==> src/rtl/multicycle_control_pkg.sv <==
// Shared definitions for the multi-cycle controller.
// Holds the opcode map, ALU function and immediate-extension encodings, the
// 4-bit FSM state encoding, the control-word struct, and small opcode
// classification helpers used by both the FSM and the output decoder.
package multicycle_control_pkg;

  localparam int OPC_W_DEF  = 6;
  localparam int FUNC_W_DEF = 6;

  // Opcode map (Instr[31:26])
  localparam logic [5:0] OPC_RTYPE = 6'b100000;
  localparam logic [5:0] OPC_LI    = 6'b111000;
  localparam logic [5:0] OPC_LUI   = 6'b111001;
  localparam logic [5:0] OPC_ADDI  = 6'b110000;
  localparam logic [5:0] OPC_ANDI  = 6'b110010;
  localparam logic [5:0] OPC_ORI   = 6'b110011;
  localparam logic [5:0] OPC_B     = 6'b111111;
  localparam logic [5:0] OPC_BEQ   = 6'b000000;
  localparam logic [5:0] OPC_BNE   = 6'b000001;
  localparam logic [5:0] OPC_LB    = 6'b000011;
  localparam logic [5:0] OPC_LW    = 6'b001111;
  localparam logic [5:0] OPC_SB    = 6'b000111;
  localparam logic [5:0] OPC_SW    = 6'b011111;

  // ALU function encodings
  localparam logic [3:0] ALU_ADD = 4'b0000;
  localparam logic [3:0] ALU_SUB = 4'b0001;
  localparam logic [3:0] ALU_AND = 4'b0010;
  localparam logic [3:0] ALU_OR  = 4'b0011;

  // Immediate extension modes
  localparam logic [1:0] IMM_SEXT     = 2'b00;
  localparam logic [1:0] IMM_ZFILL    = 2'b01;
  localparam logic [1:0] IMM_HI16     = 2'b10;
  localparam logic [1:0] IMM_SEXT_SH2 = 2'b11;

  typedef enum logic [3:0] {
    S_IFETCH   = 4'd0,
    S_DECODE   = 4'd1,
    S_EXEC_R   = 4'd2,
    S_EXEC_I   = 4'd3,
    S_MEM_ADDR = 4'd4,
    S_MEM_RD   = 4'd5,
    S_MEM_WR   = 4'd6,
    S_WB_ALU   = 4'd7,
    S_WB_MEM   = 4'd8,
    S_BRANCH   = 4'd9,
    S_JUMP     = 4'd10
  } state_t;

  typedef enum logic [2:0] {
    CLS_R     = 3'd0,
    CLS_ALUI  = 3'd1,
    CLS_LOAD  = 3'd2,
    CLS_STORE = 3'd3,
    CLS_CBR   = 3'd4,
    CLS_JUMP  = 3'd5,
    CLS_BAD   = 3'd6
  } opc_class_t;

  typedef struct packed {
    logic       ir_ld;
    logic       pc_ld;
    logic       pc_sel;
    logic       rf_wr;
    logic       rf_wrdata_sel;
    logic       rf_b_sel;
    logic [1:0] imm_ext;
    logic       alu_bin_sel;
    logic [3:0] alu_func;
    logic       mem_req;
    logic       mem_wr;
    logic       byte_op;
    logic       illegal;
  } ctrl_t;

  // Group an opcode into the instruction class that picks the FSM path.
  function automatic opc_class_t opc_class(input logic [5:0] opc);
    opc_class_t cls;
    case (opc)
      OPC_RTYPE:                                  cls = CLS_R;
      OPC_LI, OPC_LUI, OPC_ADDI, OPC_ANDI, OPC_ORI: cls = CLS_ALUI;
      OPC_LB, OPC_LW:                             cls = CLS_LOAD;
      OPC_SB, OPC_SW:                             cls = CLS_STORE;
      OPC_BEQ, OPC_BNE:                           cls = CLS_CBR;
      OPC_B:                                      cls = CLS_JUMP;
      default:                                    cls = CLS_BAD;
    endcase
    return cls;
  endfunction

  // Immediate extension mode implied by the opcode.
  function automatic logic [1:0] imm_ext_for(input logic [5:0] opc);
    logic [1:0] mode;
    case (opc)
      OPC_ANDI, OPC_ORI:         mode = IMM_ZFILL;
      OPC_LUI:                   mode = IMM_HI16;
      OPC_B, OPC_BEQ, OPC_BNE:   mode = IMM_SEXT_SH2;
      default:                   mode = IMM_SEXT;
    endcase
    return mode;
  endfunction

  // RF_B reads Instr[20:16] for immediate ALU ops, stores and compares.
  function automatic logic rf_b_sel_for(input logic [5:0] opc);
    logic sel;
    case (opc)
      OPC_LI, OPC_LUI, OPC_ADDI, OPC_ANDI, OPC_ORI,
      OPC_SB, OPC_SW, OPC_BEQ, OPC_BNE: sel = 1'b1;
      default:                          sel = 1'b0;
    endcase
    return sel;
  endfunction

  // Byte-wide memory access.
  function automatic logic is_byte_op(input logic [5:0] opc);
    return (opc == OPC_LB) || (opc == OPC_SB);
  endfunction

endpackage

==> src/rtl/multicycle_control_if.sv <==
// Control bus between the multi-cycle controller and the datapath.
// master: controller side (consumes Instr/ALU_zero/Mem_Ready, drives strobes).
// slave : datapath side (the mirror image).
interface multicycle_control_if;

  logic [31:0] Instr;
  logic        ALU_zero;
  logic        Mem_Ready;

  logic        IR_LdEn;
  logic        PC_LdEn;
  logic        PC_sel;
  logic        RF_WrEn;
  logic        RF_WrData_sel;
  logic        RF_B_sel;
  logic [1:0]  ImmExt;
  logic        ALU_Bin_sel;
  logic [3:0]  ALU_func;
  logic        MEM_Req;
  logic        MEM_WrEn;
  logic        ByteOp;
  logic        Illegal;

  modport master (
    input  Instr, ALU_zero, Mem_Ready,
    output IR_LdEn, PC_LdEn, PC_sel, RF_WrEn, RF_WrData_sel, RF_B_sel,
           ImmExt, ALU_Bin_sel, ALU_func, MEM_Req, MEM_WrEn, ByteOp, Illegal
  );

  modport slave (
    output Instr, ALU_zero, Mem_Ready,
    input  IR_LdEn, PC_LdEn, PC_sel, RF_WrEn, RF_WrData_sel, RF_B_sel,
           ImmExt, ALU_Bin_sel, ALU_func, MEM_Req, MEM_WrEn, ByteOp, Illegal
  );

endinterface

==> src/rtl/multicycle_control_control_out_decode.sv <==
// Pure mapping from (state, opcode, func, ALU_zero, Mem_Ready) to the
// datapath control word.
// Ports:
//   state_i     - current FSM state (registered)
//   opc_i       - opcode (live IR in DECODE, held copy afterwards)
//   func_i      - low nibble of the held R-type function field
//   alu_zero_i  - ALU zero flag (used only in BRANCH)
//   mem_ready_i - data-memory completion (used only in MEM_WR)
//   ctrl_o      - control word
module control_out_decode
  import multicycle_control_pkg::*;
(
  input  state_t     state_i,
  input  logic [5:0] opc_i,
  input  logic [3:0] func_i,
  input  logic       alu_zero_i,
  input  logic       mem_ready_i,
  output ctrl_t      ctrl_o
);

  opc_class_t cls_s;

  assign cls_s = opc_class(opc_i);

  // Control word per state; decode-stage selects stay valid for the whole
  // instruction so the datapath sees stable operand routing.
  always_comb begin
    ctrl_o          = '0;
    ctrl_o.rf_b_sel = (state_i != S_IFETCH) && rf_b_sel_for(opc_i);
    ctrl_o.imm_ext  = (state_i == S_IFETCH) ? IMM_SEXT : imm_ext_for(opc_i);
    case (state_i)
      S_IFETCH: begin
        ctrl_o.ir_ld = 1'b1;
      end
      S_DECODE: begin
        // Unknown opcode retires as a NOP: step PC and flag it.
        ctrl_o.illegal = (cls_s == CLS_BAD);
        ctrl_o.pc_ld   = (cls_s == CLS_BAD);
      end
      S_EXEC_R: begin
        ctrl_o.alu_bin_sel = 1'b0;
        ctrl_o.alu_func    = func_i;
      end
      S_EXEC_I: begin
        ctrl_o.alu_bin_sel = 1'b1;
        case (opc_i)
          OPC_ANDI: ctrl_o.alu_func = ALU_AND;
          OPC_ORI:  ctrl_o.alu_func = ALU_OR;
          default:  ctrl_o.alu_func = ALU_ADD;
        endcase
      end
      S_MEM_ADDR: begin
        ctrl_o.alu_bin_sel = 1'b1;
        ctrl_o.alu_func    = ALU_ADD;
      end
      S_MEM_RD: begin
        ctrl_o.mem_req = 1'b1;
        ctrl_o.byte_op = is_byte_op(opc_i);
      end
      S_MEM_WR: begin
        ctrl_o.mem_req = 1'b1;
        ctrl_o.mem_wr  = 1'b1;
        ctrl_o.byte_op = is_byte_op(opc_i);
        // A store retires in the cycle the memory accepts it.
        ctrl_o.pc_ld   = mem_ready_i;
      end
      S_WB_ALU: begin
        ctrl_o.rf_wr         = 1'b1;
        ctrl_o.rf_wrdata_sel = 1'b0;
        ctrl_o.pc_ld         = 1'b1;
      end
      S_WB_MEM: begin
        ctrl_o.rf_wr         = 1'b1;
        ctrl_o.rf_wrdata_sel = 1'b1;
        ctrl_o.pc_ld         = 1'b1;
      end
      S_BRANCH: begin
        ctrl_o.alu_bin_sel = 1'b0;
        ctrl_o.alu_func    = ALU_SUB;
        ctrl_o.pc_ld       = 1'b1;
        ctrl_o.pc_sel      = (opc_i == OPC_BEQ) ? alu_zero_i : ~alu_zero_i;
      end
      S_JUMP: begin
        ctrl_o.pc_ld  = 1'b1;
        ctrl_o.pc_sel = 1'b1;
      end
      default: begin
        ctrl_o = '0;
      end
    endcase
  end

endmodule

==> src/rtl/multicycle_control.sv <==
// Multi-cycle control FSM for the 32-bit datapath.
// Walks IFETCH -> DECODE -> EXEC/MEM/BRANCH/JUMP -> WB and emits every
// datapath strobe through the control bus interface.
// Ports:
//   Clk   - system clock, rising edge
//   Reset - asynchronous, active-low reset
//   dp    - control bus (master side): Instr, ALU_zero, Mem_Ready in;
//           IR/PC/RF/ALU/MEM strobes and selects out
// Outputs are decoded from the registered state and the held opcode/func;
// the write strobes depend on state only. The only live-input terms are
// PC_LdEn in MEM_WR (Mem_Ready) and PC_sel in BRANCH (ALU_zero), which the
// cycle counts require to act in the same cycle.
module multicycle_control
  import multicycle_control_pkg::*;
#(
  parameter int OPC_W  = OPC_W_DEF,
  parameter int FUNC_W = FUNC_W_DEF
) (
  input logic                  Clk,
  input logic                  Reset,
  multicycle_control_if.master dp
);

  state_t            state_q, state_d;
  logic [OPC_W-1:0]  opc_q, opc_d, opc_s;
  logic [FUNC_W-1:0] func_q, func_d;
  logic              run_q;
  opc_class_t        cls_s;
  ctrl_t             ctrl_s, ctrl_out_s;
  logic              unused_bits_s;

  // DECODE looks at the freshly loaded IR; later states use the held copy
  // so the IR may be reused by the datapath.
  assign opc_s = (state_q == S_DECODE) ? dp.Instr[31 -: OPC_W] : opc_q;
  assign cls_s = opc_class(opc_s);

  assign unused_bits_s = ^{dp.Instr[25:FUNC_W], func_q[FUNC_W-1:4]};

  // State, held opcode/func and run flag; reset parks in IFETCH silently.
  always_ff @(posedge Clk or negedge Reset) begin
    if (!Reset) begin
      state_q <= S_IFETCH;
      opc_q   <= '0;
      func_q  <= '0;
      run_q   <= 1'b0;
    end else begin
      state_q <= state_d;
      opc_q   <= opc_d;
      func_q  <= func_d;
      run_q   <= 1'b1;
    end
  end

  // Next-state and opcode-latch logic.
  always_comb begin
    state_d = state_q;
    opc_d   = opc_q;
    func_d  = func_q;
    if (run_q) begin
      case (state_q)
        S_IFETCH: begin
          state_d = S_DECODE;
        end
        S_DECODE: begin
          opc_d  = dp.Instr[31 -: OPC_W];
          func_d = dp.Instr[FUNC_W-1:0];
          case (cls_s)
            CLS_R:     state_d = S_EXEC_R;
            CLS_ALUI:  state_d = S_EXEC_I;
            CLS_LOAD:  state_d = S_MEM_ADDR;
            CLS_STORE: state_d = S_MEM_ADDR;
            CLS_CBR:   state_d = S_BRANCH;
            CLS_JUMP:  state_d = S_JUMP;
            default:   state_d = S_IFETCH;
          endcase
        end
        S_EXEC_R:   state_d = S_WB_ALU;
        S_EXEC_I:   state_d = S_WB_ALU;
        S_MEM_ADDR: state_d = (cls_s == CLS_LOAD) ? S_MEM_RD : S_MEM_WR;
        S_MEM_RD:   state_d = dp.Mem_Ready ? S_WB_MEM : S_MEM_RD;
        S_MEM_WR:   state_d = dp.Mem_Ready ? S_IFETCH : S_MEM_WR;
        S_WB_ALU:   state_d = S_IFETCH;
        S_WB_MEM:   state_d = S_IFETCH;
        S_BRANCH:   state_d = S_IFETCH;
        S_JUMP:     state_d = S_IFETCH;
        default:    state_d = S_IFETCH;
      endcase
    end else begin
      // First edge after reset release only arms the FSM, so IFETCH is
      // presented for a full cycle.
      state_d = state_q;
    end
  end

  control_out_decode u_decode (
    .state_i     (state_q),
    .opc_i       (opc_s[5:0]),
    .func_i      (func_q[3:0]),
    .alu_zero_i  (dp.ALU_zero),
    .mem_ready_i (dp.Mem_Ready),
    .ctrl_o      (ctrl_s)
  );

  // run_q is cleared asynchronously, so every strobe (notably MEM_Req and
  // MEM_WrEn) drops the moment Reset falls.
  assign ctrl_out_s = run_q ? ctrl_s : '0;

  assign dp.IR_LdEn       = ctrl_out_s.ir_ld;
  assign dp.PC_LdEn       = ctrl_out_s.pc_ld;
  assign dp.PC_sel        = ctrl_out_s.pc_sel;
  assign dp.RF_WrEn       = ctrl_out_s.rf_wr;
  assign dp.RF_WrData_sel = ctrl_out_s.rf_wrdata_sel;
  assign dp.RF_B_sel      = ctrl_out_s.rf_b_sel;
  assign dp.ImmExt        = ctrl_out_s.imm_ext;
  assign dp.ALU_Bin_sel   = ctrl_out_s.alu_bin_sel;
  assign dp.ALU_func      = ctrl_out_s.alu_func;
  assign dp.MEM_Req       = ctrl_out_s.mem_req;
  assign dp.MEM_WrEn      = ctrl_out_s.mem_wr;
  assign dp.ByteOp        = ctrl_out_s.byte_op;
  assign dp.Illegal       = ctrl_out_s.illegal;

endmodule

==> src/flat_wrapper.sv <==
// flat-port wrapper written by rule: the top's interface ports become plain ports
module multicycle_control_flat import multicycle_control_pkg::*;
#(
  parameter int OPC_W  = OPC_W_DEF,
  parameter int FUNC_W = FUNC_W_DEF
)
  (Clk, Reset, dp_Instr, dp_ALU_zero, dp_Mem_Ready, dp_IR_LdEn, dp_PC_LdEn, dp_PC_sel, dp_RF_WrEn, dp_RF_WrData_sel, dp_RF_B_sel, dp_ImmExt, dp_ALU_Bin_sel, dp_ALU_func, dp_MEM_Req, dp_MEM_WrEn, dp_ByteOp, dp_Illegal);
  multicycle_control_if dp_i ();
  input logic Clk;
  input logic Reset;
  input wire logic [$bits(dp_i.Instr)-1:0] dp_Instr;
  input wire logic [$bits(dp_i.ALU_zero)-1:0] dp_ALU_zero;
  input wire logic [$bits(dp_i.Mem_Ready)-1:0] dp_Mem_Ready;
  output wire logic [$bits(dp_i.IR_LdEn)-1:0] dp_IR_LdEn;
  output wire logic [$bits(dp_i.PC_LdEn)-1:0] dp_PC_LdEn;
  output wire logic [$bits(dp_i.PC_sel)-1:0] dp_PC_sel;
  output wire logic [$bits(dp_i.RF_WrEn)-1:0] dp_RF_WrEn;
  output wire logic [$bits(dp_i.RF_WrData_sel)-1:0] dp_RF_WrData_sel;
  output wire logic [$bits(dp_i.RF_B_sel)-1:0] dp_RF_B_sel;
  output wire logic [$bits(dp_i.ImmExt)-1:0] dp_ImmExt;
  output wire logic [$bits(dp_i.ALU_Bin_sel)-1:0] dp_ALU_Bin_sel;
  output wire logic [$bits(dp_i.ALU_func)-1:0] dp_ALU_func;
  output wire logic [$bits(dp_i.MEM_Req)-1:0] dp_MEM_Req;
  output wire logic [$bits(dp_i.MEM_WrEn)-1:0] dp_MEM_WrEn;
  output wire logic [$bits(dp_i.ByteOp)-1:0] dp_ByteOp;
  output wire logic [$bits(dp_i.Illegal)-1:0] dp_Illegal;
  assign dp_i.Instr = dp_Instr;
  assign dp_i.ALU_zero = dp_ALU_zero;
  assign dp_i.Mem_Ready = dp_Mem_Ready;
  assign dp_IR_LdEn = dp_i.IR_LdEn;
  assign dp_PC_LdEn = dp_i.PC_LdEn;
  assign dp_PC_sel = dp_i.PC_sel;
  assign dp_RF_WrEn = dp_i.RF_WrEn;
  assign dp_RF_WrData_sel = dp_i.RF_WrData_sel;
  assign dp_RF_B_sel = dp_i.RF_B_sel;
  assign dp_ImmExt = dp_i.ImmExt;
  assign dp_ALU_Bin_sel = dp_i.ALU_Bin_sel;
  assign dp_ALU_func = dp_i.ALU_func;
  assign dp_MEM_Req = dp_i.MEM_Req;
  assign dp_MEM_WrEn = dp_i.MEM_WrEn;
  assign dp_ByteOp = dp_i.ByteOp;
  assign dp_Illegal = dp_i.Illegal;
  multicycle_control #(.OPC_W(OPC_W), .FUNC_W(FUNC_W)) u_core (.Clk(Clk), .Reset(Reset), .dp(dp_i));
endmodule
==> config.mk <==
export PLATFORM = sky130hd
export DESIGN_NAME = multicycle_control_flat
export DESIGN_NICKNAME = d
export VERILOG_FILES = /design/src/rtl/multicycle_control_pkg.sv /design/src/rtl/multicycle_control_if.sv /design/src/rtl/multicycle_control_control_out_decode.sv /design/src/rtl/multicycle_control.sv /design/src/flat_wrapper.sv
export SDC_FILE = /design/constraint.sdc
export NUM_CORES = 1
export LEC_CHECK = 0
export CAP_MARGIN = 20
export CELL_PAD_IN_SITES_DETAIL_PLACEMENT = 0
export CELL_PAD_IN_SITES_GLOBAL_PLACEMENT = 2
export CORE_ASPECT_RATIO = 1.4
export CORE_MARGIN = 3
export CORE_UTILIZATION = 33
export CTS_BUF_LIST = sky130_fd_sc_hd__clkbuf_4
export DETAILED_ROUTE_END_ITERATION = 8
export DONT_BUFFER_PORTS = 1
export GPL_TIMING_DRIVEN = 0
export PLACE_DENSITY = 0.77
export SETUP_SLACK_MARGIN = 0.15
export SLEW_MARGIN = 10
export SYNTH_ARGS = -nofsm -noshare
export SYNTH_HDL_FRONTEND = slang
export SYNTH_SLANG_ARGS = --single-unit
==> constraint.sdc <==
create_clock -name Clk -period 2.2 [get_ports Clk]
set_input_delay 0.11 -clock Clk [delete_from_list [all_inputs] [get_ports Clk]]
set_output_delay 0.11 -clock Clk [all_outputs]
set_load 0.02 [all_outputs]
==> results.sh, run 1 <==
export IMPL_regToRegSetupSlack_ps=-250
export IMPL_rsz0062_at_grt="yes"
export IMPL_num_rows=29
export IMPL_drive_gt1_frac=0.394
export IMPL_ys_warn_count=0
export IMPL_rr_endpoint="u_core.state_q[0]"
export IMPL_power_frac_clock=0.053
export IMPL_route_detailed_drc=0
export IMPL_layout_commonest_cell="buf_4"
export IMPL_timing_max_cap_violations=0
export IMPL_setup_ws_ps=-390
export IMPL_cts_tree="built"
export IMPL_drt_iter0_drc=151
export IMPL_num_io_pins=53
export IMPL_worstSetupPathType="flop to output port"
export IMPL_hold_depth=2
export IMPL_period_minus_slack_ps=2590
export IMPL_status="finished with violations"
export IMPL_mostFrequentLayoutCells="buf_4, nand2_1, dfrtp_1"
export IMPL_finalSetupViolCount=12
export IMPL_drt_pass1_iter_count=4
export IMPL_netlist_instances=206
export IMPL_dieArea_sq_um=5770
export IMPL_wl_microns=5790
export IMPL_antenna_left=0
export IMPL_path_clk_slew_ps=90
export IMPL_routedWlPerCell_microns=19.1
export IMPL_grt_pass1_wl_microns=8890
export IMPL_synth_seq_cells=15
export IMPL_setup_tns_ps=-3130
export IMPL_worstReg2RegStart="u_core.state_q[3]"
export IMPL_p_seq_frac=0.170
export IMPL_min_from="dp_Instr[26]"
export IMPL_core_area_sq_um=4610
export IMPL_fin_crit_sh=1.18
export IMPL_irDropWorstVdd_mv=0.569
export IMPL_slew_headroom=0.271
export IMPL_critPathCaptureType="output port"
export IMPL_vias_per_cell=5.86
export IMPL_io_buffers=0
export IMPL_synth_edf_count=0
export IMPL_dp_hpwl_microns=3930
export IMPL_num_vias=1777
export IMPL_p_sw_frac=0.503
export IMPL_switchingPower_mw=1.53
export IMPL_path_max_fanout=5
export IMPL_synth_top_flop_cell="dfrtp_1"
export IMPL_critPathLaunchType="flop"
export IMPL_tightest_slew_ps=1080
export IMPL_hold_violations=0
export IMPL_finalMaxSlewViolations=0
export IMPL_cts_sinks=15
export IMPL_p_leak_nw=0.880
export IMPL_p_int_mw=1.51
export IMPL_ff2ff_path_depth=10
export IMPL_ys_types=51
export IMPL_syn_num_nets=242
export IMPL_hold_end="u_core.opc_q[0]"
export IMPL_cts_htree_levels=1
export IMPL_syn_avg_cell_area_sq_um=7.83
export IMPL_cellPowerDensity_nw_per_um2=1280
export IMPL_die_h_microns=88.7
export IMPL_diodes=0
export IMPL_area_delta_synth_final_pct=47.4
export IMPL_grt_max_degree=16
export IMPL_p_total_mw=3.04
export IMPL_finalNetCount=278
export IMPL_grt_pass1_vias=1789
export IMPL_place_ws_ps=-569
export IMPL_crit_required_ps=2090
export IMPL_hold_class="primary input to flop"
export IMPL_gp_congestion=0.826
export IMPL_numCtsBuffers=3
export IMPL_fin_skew_ps=4.73
export IMPL_initial_core_util=0.350
export IMPL_violations="negative setup slack"
export IMPL_max_freq_ghz=0.386
export IMPL_synth_area_sq_um=1610
export IMPL_clockRootBuffer="clkbuf_4"
export IMPL_async_flop_share=1.00
export IMPL_antenna_found_initial=0
export IMPL_p_comb_frac=0.776
export IMPL_cp_data_arrival_time_ps=2480
export IMPL_grt_overflow=0
export IMPL_die_x_microns=65.1
export IMPL_yosysSeqAreaShare=0.233
export IMPL_clk_latency_ps=290
export IMPL_clk_path_buf_depth=2
export IMPL_grt_usage=0.199
[registers in the layout, summed over array words and instances (netlist names)]
signal and cells:
u_core.func_q 4, u_core.opc_q 6, u_core.run_q 1, u_core.state_q 4
[timing repair]
item	4_1_cts	5_1_grt
hold endpoints to repair	21	0
resized for setup	54	26
pin swaps	17	15
setup buffers	19	5
endpoints found under the setup margin	23	26
hold buffers	7	0
[layout make-up]
type | instances | area [sq um]
Fill cell | 454 | 2230
Multi-Input combinational cell | 165 | 1470
Sequential cell | 15 | 377
Timing Repair Buffer | 31 | 278
Buffer | 18 | 116
Tap cell | 62 | 77.6
Inverter | 8 | 30.0
Clock buffer | 3 | 22.5
Clock inverter | 1 | 5.00
[power groups by stage]
stage,Clock (mW),Combinational [mW],Sequential (mW)
after CTS,0.170,2.12,0.512
after global placement,0,1.57,0.512
after global routing,0.185,2.52,0.537
final,0.162,2.36,0.518
after detailed placement,0,1.58,0.519
after floorplan,0,1.27,0.487
[worst max path at each step]
stage,start,depth (start not counted),to
3_5_place_dp,u_core.opc_q[4],5,dp_ALU_func[1]
5_1_grt,u_core.state_q[3],7,dp_ImmExt[1]
6_report,u_core.state_q[3],7,dp_ImmExt[1]
4_1_cts,u_core.state_q[3],7,dp_ImmExt[1]
2_1_floorplan,u_core.state_q[3],7,dp_RF_B_sel
3_3_place_gp,u_core.opc_q[4],5,dp_ALU_func[1]
[per-stage QoR]
stage,instance area [sq um],hold WS (ps),util,cells
after floorplan,1650,-186,-,206
after global placement,1720,-185,0.374,268
after detailed placement,1720,-185,0.374,268
after CTS,2230,4.76,0.483,298
after global routing,2380,8.00,0.516,303
final,2380,11.0,0.516,303
[metal layers]
layer / part of all wire / wire length (microns) / up-vias / GRT usage
met5: 0 / 0 / - / 0
met4: 0.021 / 123 / 0 / 0.0698
met3: 0.049 / 284 / 12 / 0.0305
met2: 0.57 / 3290 / 58 / 0.385
met1: 0.36 / 2100 / 873 / 0.216
li1: - / - / 834 / -
[synth_stat cells (all sizes together), types with 4 or more instances]
cell	n	area [sq um]
mux2	8	90.1
inv	8	30.0
a31oi	4	25.0
clkbuf	11	41.3
and3	4	25.0
nor4	8	65.1
and2	5	31.3
nand2	16	60.1
o21ai	13	65.1
nand2b	5	31.3
nor2b	11	68.8
nor2	19	71.3
mux2i	8	92.6
nor3	7	35.0
nand3	7	35.0
buf	7	52.5
xor2	4	35.0
dfrtp	15	375
a21oi	5	25.0
[cells by family (layout without fill, tap and decap cells)]
family | Yosys count | count (layout) | share of synthesized area
DFF | 15 | 15 | 0.233
xor gates and xnor gates | 5 | 5 | 0.0272
buffers and inverters | 26 | 61 | 0.0768
AOI/OAI and AO/OA | 48 | 48 | 0.213
muxes | 16 | 16 | 0.113
other | 1 | 1 | 0.00233
and+or+nand+nor | 95 | 95 | 0.335
[worst max-delay path, cell delays in order (launching register included)]
cell,delay (ps)
dfrtp_1,380
buf_6,130
or4b_4,490
buf_8,160
buf_6,130
mux2i_4,190
or4_4,510
a21oi_4,210
Note: power is estimated with default switching activity, not from simulation.
==> run 2: changes to the inputs <==
--- a/config.mk
+++ b/config.mk
@@ -6,16 +6,14 @@
 export NUM_CORES = 1
 export LEC_CHECK = 0
 export CAP_MARGIN = 20
-export CELL_PAD_IN_SITES_DETAIL_PLACEMENT = 0
-export CELL_PAD_IN_SITES_GLOBAL_PLACEMENT = 2
 export CORE_ASPECT_RATIO = 1.4
 export CORE_MARGIN = 3
-export CORE_UTILIZATION = 33
+export CORE_UTILIZATION = 45
 export CTS_BUF_LIST = sky130_fd_sc_hd__clkbuf_4
 export DETAILED_ROUTE_END_ITERATION = 8
 export DONT_BUFFER_PORTS = 1
 export GPL_TIMING_DRIVEN = 0
-export PLACE_DENSITY = 0.77
+export PLACE_DENSITY = 0.61
 export SETUP_SLACK_MARGIN = 0.15
 export SLEW_MARGIN = 10
 export SYNTH_ARGS = -nofsm -noshare
==> results.sh, run 2 (synthesis results as in run 1) <==
export IMPL_timing_hold_ws_ps=47.0
export IMPL_mostFrequentLayoutCells="buf_4, nor2_1, nand2_1, dfrtp_1, nor2b_1"
export IMPL_fin_util=0.648
export IMPL_irDropWorstVdd_mv=0.713
export IMPL_clockRootBuffer="clkbuf_4"
export IMPL_crit_required_ps=2090
export IMPL_cts_tree="built"
export IMPL_max_freq_ghz=0.377
export IMPL_fin_skew_ps=2.63
export IMPL_violations="negative setup slack"
export IMPL_fill_cells=299
export IMPL_route_detailed_drc=0
export IMPL_critPathCaptureType="output port"
export IMPL_p_leak_nw=0.839
export IMPL_timing_max_cap_violations=0
export IMPL_placedCellCount=246
export IMPL_path_max_fanout=6
export IMPL_cts_htree_levels=1
export IMPL_layout_commonest_cell="buf_4"
export IMPL_rsz0062_at_grt="yes"
export IMPL_drt_iter0_drc=139
export IMPL_finalMaxSlewViolations=0
export IMPL_status="finished with violations"
export IMPL_die_h_microns=76.8
export IMPL_num_io_pins=53
export IMPL_hold_class="primary input to flop"
export IMPL_grt_pass1_wl_microns=8660
export IMPL_path_clk_slew_ps=80
export IMPL_grt_usage=0.249
export IMPL_finalSetupViolCount=13
export IMPL_cts_sinks=15
export IMPL_antenna_left=0
export IMPL_largestRegisters="u_core.opc_q: 6 flops, u_core.func_q: 4 flops, u_core.state_q: 4 flops"
export IMPL_setup_tns_ps=-4320
export IMPL_num_vias=1808
export IMPL_largest_reg_flops=6
export IMPL_fin_crit_sh=1.20
export IMPL_grt_max_degree=16
export IMPL_dp_hpwl_microns=3860
export IMPL_dieArea_sq_um=4350
export IMPL_diodes=0
export IMPL_initial_core_util=0.473
export IMPL_tightest_slew_ps=885
export IMPL_grt_pass1_vias=1761
export IMPL_grt_overflow=0
export IMPL_area_delta_synth_final_pct=36.9
export IMPL_num_rows=25
export IMPL_fin_cells=276
export IMPL_hold_violations=0
export IMPL_vias_per_cell=6.55
export IMPL_antenna_found_initial=0
export IMPL_wl_microns=5600
export IMPL_slew_headroom=0.402
export IMPL_cp_data_arrival_time_ps=2540
export IMPL_core_area_sq_um=3410
export IMPL_numCtsBuffers=3
export IMPL_finalNetCount=273
export IMPL_worstSetupPathType="flop to output port"
export IMPL_drt_pass1_iter_count=4
export IMPL_critPathLaunchType="flop"
export IMPL_clk_path_buf_depth=2
export IMPL_io_buffers=0
export IMPL_regToRegSetupSlack_ps=-400
export IMPL_clk_latency_ps=270
export IMPL_die_x_microns=56.6
export IMPL_gp_congestion=0.938
export IMPL_routedWlPerCell_microns=20.3
export IMPL_regMostFlops="u_core.opc_q"
export IMPL_period_minus_slack_ps=2650
export IMPL_drive_gt1_frac=0.347
export IMPL_setup_ws_ps=-450
export IMPL_cellPowerDensity_nw_per_um2=1290
-- run 2: final timing paths --
kind | from | end | cells past startpoint
min reg2reg | u_core.func_q[2] | u_core.func_q[2] | 1
min in group asynchronous | Reset | u_core.run_q | 1
min | dp_Instr[26] | u_core.opc_q[0] | 2
max in group asynchronous | Reset | u_core.state_q[2] | 1
max reg2reg | u_core.state_q[3] | u_core.state_q[0] | 11
max | u_core.state_q[3] | dp_ImmExt[1] | 7
-- run 2: stage by stage --
| stage | total power, mW | setup slack [ps] | area, sq um |
|---|---|---|---|
| floorplan | 1.76 | -60.1 | 1650 |
| global placement | 2.07 | -505 | 1700 |
| detailed placement | 2.10 | -466 | 1700 |
| CTS | 2.60 | -476 | 2050 |
| global route | 3.03 | -533 | 2210 |
| finish | 2.84 | -450 | 2210 |
-- run 2: what timing repair did --
action,4_1_cts,5_1_grt
buffers inserted,14,4
endpoints found under the hold margin,21,0
hold buffers,7,0
pin swaps,9,6
resized for setup,39,24
endpoints found under the setup margin,22,20
cloned,0,1
-- run 2: per-layer routing --
metal  vias to the layer above  track usage  wire length, microns
li1                        825            -                     -
met1                       854        0.277                  1960
met2                       103        0.458                  3040
met3                        26       0.0438                   367
met4                         0       0.0926                   229
met5                         -            0                     0
-- run 2: area by class of cell --
type                            count  area [sq um]  area share
Sequential cell                    15           377       0.171
Inverter                            8          30.0      0.0136
Tap cell                           40          50.0      0.0227
Multi-Input combinational cell    165          1370       0.619
Clock buffer                        4          30.0      0.0136
Timing Repair Buffer               26           241       0.109
Buffer                             18           113      0.0510
-- run 2: report_power, final --
group	total [mW]	internal (mW)	switching (mW)
clock	0.161	0.0825	0.0780
combinational	2.16	0.906	1.25
sequential	0.525	0.406	0.120
total	2.84	1.39	1.45
-- run 2: critical path: stages, from the launching register on --
cell	delay [ps]
dfrtp_1	380
buf_6	130
or4b_4	490
buf_8	160
mux2i_4	200
xor2_1	170
or4_4	510
a21oi_4	230
==> run 3: changes to the inputs <==
--- a/config.mk
+++ b/config.mk
@@ -13,7 +13,7 @@
 export DETAILED_ROUTE_END_ITERATION = 8
 export DONT_BUFFER_PORTS = 1
 export GPL_TIMING_DRIVEN = 0
-export PLACE_DENSITY = 0.61
+export PLACE_DENSITY = 0.59
 export SETUP_SLACK_MARGIN = 0.15
 export SLEW_MARGIN = 10
 export SYNTH_ARGS = -nofsm -noshare
==> constraint.sdc (replaced) <==
create_clock -name Clk -period 2.9 [get_ports Clk]
set_input_delay 0.145 -clock Clk [delete_from_list [all_inputs] [get_ports Clk]]
set_output_delay 0.145 -clock Clk [all_outputs]
set_load 0.02 [all_outputs]
==> results.sh, run 3 (synthesis results as in run 1) <==
export IMPL_p_sw_frac=0.520
export IMPL_finalNetCount=257
export IMPL_grt_pass1_wl_microns=8190
export IMPL_crit_required_ps=2760
export IMPL_antenna_left=0
export IMPL_antenna_found_initial=0
export IMPL_critPathCaptureType="output port"
export IMPL_gp_congestion=0.970
export IMPL_drt_iter0_drc=106
export IMPL_setup_tns_ps=0
export IMPL_rsz0062_at_grt="yes"
export IMPL_drt_pass1_iter_count=4
export IMPL_p_comb_frac=0.709
export IMPL_cts_htree_levels=1
export IMPL_dp_hpwl_microns=3740
export IMPL_largestRegisters="u_core.opc_q: 6 flops, u_core.func_q: 4 flops, u_core.state_q: 4 flops"
export IMPL_p_seq_frac=0.227
export IMPL_max_freq_ghz=0.365
export IMPL_p_leak_nw=0.705
export IMPL_place_area_sq_um=1660
export IMPL_clk_latency_ps=280
export IMPL_cts_sinks=15
export IMPL_worstSetupPathType="flop to output port"
export IMPL_fill_cells=338
export IMPL_vias_per_cell=6.38
export IMPL_hold_violations=0
export IMPL_grt_max_degree=16
export IMPL_diodes=0
export IMPL_fin_skew_ps=7.06
export IMPL_power_frac_clock=0.064
export IMPL_finalMaxSlewViolations=0
export IMPL_core_area_sq_um=3410
export IMPL_mostFrequentLayoutCells="nor2_1, nand2_1, dfrtp_1"
export IMPL_timing_hold_ws_ps=45.2
export IMPL_path_clk_slew_ps=90
export IMPL_io_buffers=0
export IMPL_routedWlPerCell_microns=19.2
export IMPL_tightest_slew_ps=886
export IMPL_dieArea_sq_um=4350
export IMPL_num_rows=25
export IMPL_irDropWorstVdd_mv=0.549
export IMPL_wl_microns=5000
export IMPL_finalSetupViolCount=0
export IMPL_grt_pass1_vias=1601
export IMPL_timing_max_cap_violations=0
export IMPL_initial_core_util=0.473
export IMPL_path_max_fanout=8
export IMPL_status="finished clean"
export IMPL_switchingPower_mw=0.942
export IMPL_area_delta_synth_final_pct=15.1
export IMPL_num_io_pins=53
export IMPL_drive_gt1_frac=0.173
export IMPL_hold_class="primary input to flop"
export IMPL_layout_commonest_cell="nor2_1"
export IMPL_period_minus_slack_ps=2740
export IMPL_num_vias=1660
export IMPL_route_detailed_drc=0
export IMPL_regMostFlops="u_core.opc_q"
export IMPL_clockRootBuffer="clkbuf_4"
export IMPL_fin_crit_sh=0.945
export IMPL_design_area_sq_um=1860
export IMPL_slew_headroom=0.404
export IMPL_cellPowerDensity_nw_per_um2=976
export IMPL_fin_util=0.544
export IMPL_p_int_mw=0.869
export IMPL_die_x_microns=56.6
export IMPL_largest_reg_flops=6
export IMPL_numCtsBuffers=3
export IMPL_critPathLaunchType="flop"
export IMPL_setup_ws_ps=160
export IMPL_cts_tree="built"
export IMPL_clk_path_buf_depth=2
export IMPL_cp_data_arrival_time_ps=2590
export IMPL_place_ws_ps=171
export IMPL_die_h_microns=76.8
export IMPL_grt_usage=0.235
export IMPL_grt_overflow=0
-- run 3: metrics by stage --
step                      instances  power [mW]
final                           260        1.81
after global routing            260        1.96
after CTS                       256        1.73
after detailed placement        246        1.56
after global placement          246        1.54
after floorplan                 206        1.30
-- run 3: layer usage --
metal	GRT usage	vias up	part of all wire
met5	0	-	0
met4	0.0451	0	0.0072
met3	0.0455	6	0.050
met2	0.418	54	0.55
met1	0.290	809	0.40
li1	-	791	-
-- run 3: critical path, stage by stage (launching register included) --
cell and delay [ps]:
dfrtp_2 480, or4b_4 540, buf_8 170, mux2i_4 190
xor2_1 160, or4_4 540, a21oi_4 230
-- run 3: worst paths after layout --
kind | start | cells past startpoint | to | slack (ps)
setup / recovery | u_core.state_q[2] | 6 | dp_ImmExt[1] | 160
hold / removal | dp_Instr[26] | 2 | u_core.opc_q[0] | 50
setup reg to reg | u_core.state_q[2] | 6 | u_core.state_q[2] | 540
hold reg to reg | u_core.func_q[3] | 1 | u_core.func_q[3] | 510
max in group asynchronous | Reset | 1 | u_core.state_q[2] | 2100
min in group asynchronous | Reset | 1 | u_core.func_q[0] | 330
-- run 3: cell type report --
class	instances	area (sq um)	area share
Clock buffer	3	22.5	0.0121
Buffer	18	100	0.0539
Tap cell	40	50.0	0.0270
Timing Repair Buffer	10	92.6	0.0499
Multi-Input combinational cell	165	1180	0.635
Clock inverter	1	5.00	0.00270
Sequential cell	15	378	0.204
Inverter	8	30.0	0.0162
-- run 3: timing repair --
item / in CTS / in global routing
hold endpoints to repair: 20 / 1
pin swaps: 1 / 3
buffers inserted: 0 / 3
resized for setup: 10 / 8
setup endpoints to repair: 6 / 6
hold buffers: 6 / 1
-- run 3: power by group through the flow --
stage | clock network [mW] | registers, mW | logic (mW)
2_1_floorplan | 0 | 0.369 | 0.935
3_3_place_gp | 0 | 0.401 | 1.14
3_5_place_dp | 0 | 0.404 | 1.15
4_1_cts | 0.124 | 0.401 | 1.20
5_1_grt | 0.137 | 0.417 | 1.40
6_report | 0.116 | 0.412 | 1.28
